`src/rtl/ctrl_sequencer_pkg.sv`:
```
// rtl/ctrl_sequencer_pkg.sv - shared constants and control-word type for the T-state sequencer
package ctrl_sequencer_pkg;

    localparam int CTRL_DW    = 8;
    localparam int CTRL_NSTEP = 5;

    // Opcodes carried in IR[DW-1:DW-4]
    localparam logic [3:0] OP_NOP = 4'd0;
    localparam logic [3:0] OP_LDA = 4'd1;
    localparam logic [3:0] OP_ADD = 4'd2;
    localparam logic [3:0] OP_SUB = 4'd3;
    localparam logic [3:0] OP_STA = 4'd4;
    localparam logic [3:0] OP_LDI = 4'd5;
    localparam logic [3:0] OP_JMP = 4'd6;
    localparam logic [3:0] OP_JZ  = 4'd7;
    localparam logic [3:0] OP_OUT = 4'd14;
    localparam logic [3:0] OP_HLT = 4'd15;

    // Bus source select encodings
    localparam logic [2:0] BUS_NONE = 3'd0;
    localparam logic [2:0] BUS_PC   = 3'd1;
    localparam logic [2:0] BUS_MEM  = 3'd2;
    localparam logic [2:0] BUS_IR   = 3'd3;
    localparam logic [2:0] BUS_ALU  = 3'd4;
    localparam logic [2:0] BUS_A    = 3'd5;

    // T-states
    localparam logic [2:0] T0 = 3'd0;
    localparam logic [2:0] T1 = 3'd1;
    localparam logic [2:0] T2 = 3'd2;
    localparam logic [2:0] T3 = 3'd3;
    localparam logic [2:0] T4 = 3'd4;

    // One microcode word: everything the decoder produces for a single T-state.
    // done ends the instruction at the next edge; halt latches the halted flag.
    typedef struct packed {
        logic [2:0] bus_sel;
        logic       mar_ld;
        logic       ir_ld;
        logic       a_ld;
        logic       b_ld;
        logic       out_ld;
        logic       mem_we;
        logic       pc_inc;
        logic       pc_ld;
        logic       alu_sub;
        logic       done;
        logic       halt;
    } ctrl_t;

    localparam ctrl_t CTRL_IDLE = '0;

endpackage

```
`src/rtl/ctrl_decode.sv`:
```
// rtl/ctrl_decode.sv - combinational microcode decode of (opcode, step, zero)
module ctrl_decode
    import ctrl_sequencer_pkg::*;
(
    input  logic [3:0] opcode,
    input  logic [2:0] step,
    input  logic       zero,
    output ctrl_t      ctrl
);

    // Fetch is opcode independent; execute words per opcode, unlisted slots idle and done
    always_comb begin
        ctrl = CTRL_IDLE;
        case (step)
            T0: begin
                ctrl.bus_sel = BUS_PC;
                ctrl.mar_ld  = 1'b1;
            end
            T1: begin
                ctrl.bus_sel = BUS_MEM;
                ctrl.ir_ld   = 1'b1;
                ctrl.pc_inc  = 1'b1;
            end
            T2: begin
                case (opcode)
                    OP_LDA, OP_ADD, OP_SUB, OP_STA: begin
                        ctrl.bus_sel = BUS_IR;
                        ctrl.mar_ld  = 1'b1;
                    end
                    OP_LDI: begin
                        ctrl.bus_sel = BUS_IR;
                        ctrl.a_ld    = 1'b1;
                        ctrl.done    = 1'b1;
                    end
                    OP_JMP: begin
                        ctrl.bus_sel = BUS_IR;
                        ctrl.pc_ld   = 1'b1;
                        ctrl.done    = 1'b1;
                    end
                    OP_JZ: begin
                        // Bus still carries the operand; only the load is conditional
                        ctrl.bus_sel = BUS_IR;
                        ctrl.pc_ld   = zero;
                        ctrl.done    = 1'b1;
                    end
                    OP_OUT: begin
                        ctrl.bus_sel = BUS_A;
                        ctrl.out_ld  = 1'b1;
                        ctrl.done    = 1'b1;
                    end
                    OP_HLT: begin
                        ctrl.halt = 1'b1;
                        ctrl.done = 1'b1;
                    end
                    default: begin
                        // NOP and the undefined opcodes 8..13
                        ctrl.done = 1'b1;
                    end
                endcase
            end
            T3: begin
                case (opcode)
                    OP_LDA: begin
                        ctrl.bus_sel = BUS_MEM;
                        ctrl.a_ld    = 1'b1;
                        ctrl.done    = 1'b1;
                    end
                    OP_ADD, OP_SUB: begin
                        ctrl.bus_sel = BUS_MEM;
                        ctrl.b_ld    = 1'b1;
                        ctrl.alu_sub = (opcode == OP_SUB);
                    end
                    OP_STA: begin
                        ctrl.bus_sel = BUS_A;
                        ctrl.mem_we  = 1'b1;
                        ctrl.done    = 1'b1;
                    end
                    default: begin
                        ctrl.done = 1'b1;
                    end
                endcase
            end
            T4: begin
                if (opcode == OP_ADD || opcode == OP_SUB) begin
                    ctrl.bus_sel = BUS_ALU;
                    ctrl.a_ld    = 1'b1;
                    ctrl.alu_sub = (opcode == OP_SUB);
                end
                ctrl.done = 1'b1;
            end
            default: begin
                ctrl.done = 1'b1;
            end
        endcase
    end

endmodule

```
`src/rtl/ctrl_sequencer.sv`:
```
// rtl/ctrl_sequencer.sv - T-state control sequencer top: step/halted state, run and halt gating
module ctrl_sequencer
    import ctrl_sequencer_pkg::*;
#(
    parameter int DW    = CTRL_DW,
    parameter int NSTEP = CTRL_NSTEP
) (
    input  logic          clk,
    input  logic          rst,
    input  logic          run,
    input  logic [DW-1:0] ir,
    input  logic          zero,
    output logic [2:0]    bus_sel,
    output logic          mar_ld,
    output logic          ir_ld,
    output logic          a_ld,
    output logic          b_ld,
    output logic          out_ld,
    output logic          mem_we,
    output logic          pc_inc,
    output logic          pc_ld,
    output logic          alu_sub,
    output logic          halted,
    output logic [2:0]    step
);

    logic [2:0] step_q;
    logic [2:0] step_d;
    logic       halted_q;
    logic       halted_d;
    logic       idle;
    ctrl_t      dec;

    // Operand bits are routed to the datapath over the bus, not decoded here
    logic unused_operand;
    assign unused_operand = ^ir[DW-5:0];

    ctrl_decode u_decode (
        .opcode (ir[DW-1:DW-4]),
        .step   (step_q),
        .zero   (zero),
        .ctrl   (dec)
    );

    // Next step and halted flag; run only matters while waiting at T0
    always_comb begin
        step_d   = step_q;
        halted_d = halted_q;
        if (halted_q) begin
            step_d = T0;
        end else if (step_q == T0 && !run) begin
            step_d = T0;
        end else begin
            if (dec.done || step_q >= 3'(NSTEP - 1)) begin
                step_d = T0;
            end else begin
                step_d = step_q + 3'd1;
            end
            if (dec.halt) begin
                halted_d = 1'b1;
            end
        end
    end

    // Quiet every output during reset, after halt, and while stalled at T0
    always_comb begin
        idle = rst || halted_q || (step_q == T0 && !run);
    end

    assign bus_sel = idle ? BUS_NONE : dec.bus_sel;
    assign mar_ld  = dec.mar_ld  & ~idle;
    assign ir_ld   = dec.ir_ld   & ~idle;
    assign a_ld    = dec.a_ld    & ~idle;
    assign b_ld    = dec.b_ld    & ~idle;
    assign out_ld  = dec.out_ld  & ~idle;
    assign mem_we  = dec.mem_we  & ~idle;
    assign pc_inc  = dec.pc_inc  & ~idle;
    assign pc_ld   = dec.pc_ld   & ~idle;
    assign alu_sub = dec.alu_sub & ~idle;
    assign halted  = halted_q;
    assign step    = step_q;

    // State registers with asynchronous abort on reset
    always_ff @(posedge clk or posedge rst) begin
        if (rst) begin
            step_q   <= T0;
            halted_q <= 1'b0;
        end else begin
            step_q   <= step_d;
            halted_q <= halted_d;
        end
    end

endmodule
```
`config.mk`:
```
export PLATFORM = sky130hd
export DESIGN_NAME = ctrl_sequencer
export DESIGN_NICKNAME = d
export VERILOG_FILES = /design/src/rtl/ctrl_sequencer_pkg.sv /design/src/rtl/ctrl_decode.sv /design/src/rtl/ctrl_sequencer.sv
export SDC_FILE = /design/constraint.sdc
export NUM_CORES = 1
export LEC_CHECK = 0
export CORE_MARGIN = 5
export CORE_UTILIZATION = 42
export CTS_CLUSTER_DIAMETER = 80
export CTS_CLUSTER_SIZE = 10
export DETAILED_ROUTE_END_ITERATION = 10
export MAX_ROUTING_LAYER = met4
export PLACE_DENSITY = 0.83
export SKIP_LAST_GASP = 1
export SYNTH_ARGS = -nofsm -noshare
export SYNTH_HDL_FRONTEND = slang
export SYNTH_SLANG_ARGS = --single-unit
```
`constraint.sdc`:
```
create_clock -name clk -period 6.5 [get_ports clk]
set_input_delay 1.625 -clock clk [delete_from_list [all_inputs] [get_ports clk]]
set_output_delay 1.625 -clock clk [all_outputs]
set_load 0.005 [all_outputs]
```
==> run summary <==
crit path launch type -> input port
DIE AREA -> 0.00217 sq mm
Post-CTS Setup Bufs -> 0
Ports -> 28
Max-Cap Viols -> 0
vias per cell -> 5.72
Buf+Inv Stages, Crit Path -> 2
Reg clk slew, reported paths -> 0.03 ns
maximum number of pins on one net before global-route repair -> 13
RSZ-0062 raised after global routing -> no
Total GRT Usage -> 16.9%
cell family with most CP delay -> buffers and inverters
Post-Route WL -> 1460 um
Switching Fraction -> 23.5%
fin crit share -> 81.4%
WP data required -> 4.88 ns
worst hold endpoint -> step[0]$_DFF_PP0_
outcome -> complete, no violations
Pleak -> 0.272 nW
min-delay worst type -> register to register
crit end category -> output pin
Yosys reg bits -> 4
Syn Nets -> 81
Syn Inst Count -> 64
Top cell by count, worst path -> clkdlybuf4s50_1
design area -> 805 sq um
Yosys warning count -> 0
placed cell area -> 782 sq um
wire length of the first global-routing pass -> 2500 um
critical path's slowest cell -> clkdlybuf4s50_1
share of the yosys chip area belonging to registers -> 17.9%
diode count -> 0
R2R Path End -> step[1]$_DFF_PP0_
antenna-violating nets left -> 0
Worst Reg2Reg Path Length in Cells -> 4
Pwr Density -> 83.1 mW/mm^2
Most used DFF post-synth -> dfrtp_1
die width -> 46.5 um
TritonCTS buffer count -> 3
Pins Over Slew Limit -> 0
grt ovf -> 0
synth unique cells -> 33
DRC Markers -> 0
DRT Pass-1 Iters -> 4
worst hold margin -> 0.539 ns
CTS root buf -> clkbuf_4
Clock Sink Count -> 4
TritonCTS clock tree -> built
PnR worst setup slack -> 1.21 ns
Setup Crit Path Kind -> input port to output pin
clk buf depth -> 2
Core Region -> 0.00128 sq mm
Gate power share -> 16.8%
H-tree lvl count -> 1
dpl cells -> 97
Avg Inst Size Synth -> 8.76 sq um
Hold Path Depth -> 1
Psw -> 15.7 uW
Placer Congestion -> 0.795
initial antenna violation count -> 0
Place WS -> 1.22 ns
fraction of registers with async set/reset -> 100%
via count -> 572
share of layout cells above drive strength 1 -> 12.9%
Sum Neg Setup Slack -> 0 ns
PortBufs -> 23
effective utilization at floorplan -> 43.6%
Slew headroom -> 70.5%
Period minus WS final -> 5.29 ns
vias in the first global route -> 600
flop2flop setup slack -> 4.77 ns
most common cell after layout, fill and taps aside -> clkdlybuf4s50_1
clock latency on the worst-skew pair -> 0.23 ns
die height -> 46.5 um
Max Freq -> 0.189 GHz
CP peak stage delay -> 0.63 ns
CTS Hold Bufs -> 0
CP arrival -> 3.67 ns
wire per inst -> 14.6 um
Area growth, synth to finish -> 43.5%
largest fanout on the critical path -> 8
final non-filler cell total -> 100
Post-synth EDFFs -> 0
DR iter-0 viols -> 7
final setup fails -> 0
Clock Skew -> 0.00267 ns
Net count, final -> 104
CP cell instances -> clkdlybuf4s50_1 > or3b_2 > o32ai_1 > o31a_1 > clkdlybuf4s50_1
Internal -> 51.2 uW
sequential share of power -> 37.5%
worst slew pin tran -> 0.431 ns
cts repair resizes -> 0
worst vdd ir -> 0.0000656 V
HPWL after DPL -> 1160 um
hold_sp -> step[0]$_DFF_PP0_
clock share of power -> 45.8%
final hold vios -> 0
worst r2r src -> step[2]$_DFF_PP0_
synthesized area -> 561 sq um
commonest cells after routing, fill and taps aside -> clkdlybuf4s50_1, inv_1, nor3_1, ha_1
FP Rows -> 13
-- worst max path at each step --
stage,from,end,slack [ns],cells after the start
after global placement,ir[6],bus_sel[2],1.27,5
after detailed placement,ir[6],bus_sel[0],1.22,5
after floorplan,rst,pc_inc,2.28,4
after CTS,ir[6],bus_sel[0],1.21,5
after global routing,ir[6],bus_sel[0],1.11,5
final,ir[6],bus_sel[0],1.21,5
-- cell type report --
cell class | count | area [sq um]
repair buffers | 23 | 230
well taps | 15 | 18.8
multi-input cells | 48 | 407
inverters | 7 | 26.3
clock buffers | 3 | 22.5
flip-flops and latches | 4 | 100
fillers | 112 | 480
-- cell usage after synthesis, types with 2 or more instances --
master / count / share of area [%]
nand2b_1: 2 / 2.2
nor3b_1: 2 / 2.7
buf_4: 2 / 2.7
nand2_1: 2 / 1.3
inv_1: 7 / 4.7
ha_1: 5 / 11
nor4_1: 4 / 4.5
nor4_2: 2 / 4.5
nor3_1: 5 / 4.5
o21a_1: 2 / 2.7
o31a_1: 4 / 6.2
clkbuf_1: 2 / 1.3
a21oi_1: 2 / 1.8
dfrtp_1: 4 / 18
-- power by group through the flow --
| stage | Combinational (mW) | Clock (mW) | Sequential, mW |
|---|---|---|---|
| global placement | 0.0109 | 0 | 0.0254 |
| finish | 0.0112 | 0.0306 | 0.0250 |
| global route | 0.0122 | 0.0327 | 0.0250 |
| detailed placement | 0.0110 | 0 | 0.0254 |
| floorplan | 0.00450 | 0 | 0.0254 |
| CTS | 0.0111 | 0.0324 | 0.0250 |
-- sequential cells by signal, indices dropped and copies added, names as in the netlist --
signal / flops
halted: 1
step: 3
-- worst reg2reg max path, stage by stage (launching register included) --
cell and delay, ns:
dfrtp_1 0.59, inv_1 0.15, ha_1 0.32, a211o_4 0.38, nor4b_4 0.20
-- per-stage QoR --
stage	util (%)	total power [mW]
2_1_floorplan	-	0.0299
3_3_place_gp	60.9	0.0362
3_5_place_dp	60.9	0.0364
4_1_cts	62.6	0.0686
5_1_grt	62.6	0.0699
6_report	62.6	0.0669
-- metal layers --
| metal | up-vias | track usage, % | share of wire, % | wire length [um] |
|---|---|---|---|---|
| met5 | - | - | 0 | 0 |
| met4 | 0 | 10.8 | 1.8 | 27 |
| met3 | 4 | 1.56 | 7.2 | 105 |
| met2 | 27 | 27.5 | 46 | 680 |
| met1 | 251 | 19.5 | 44 | 651 |
| li1 | 290 | - | - | - |
-- cell families (layout without fill, tap and decap cells) --
group           after synthesis  count (layout)  synth area share, %
flops                         4               4                 17.9
compound gates               16              16                 25.4
fa+ha+maj                     5               5                 11.2
simple gates                 27              27                 35.9
buf+inv                      12              33                 9.60
Power figures use the tool's default switching activity.
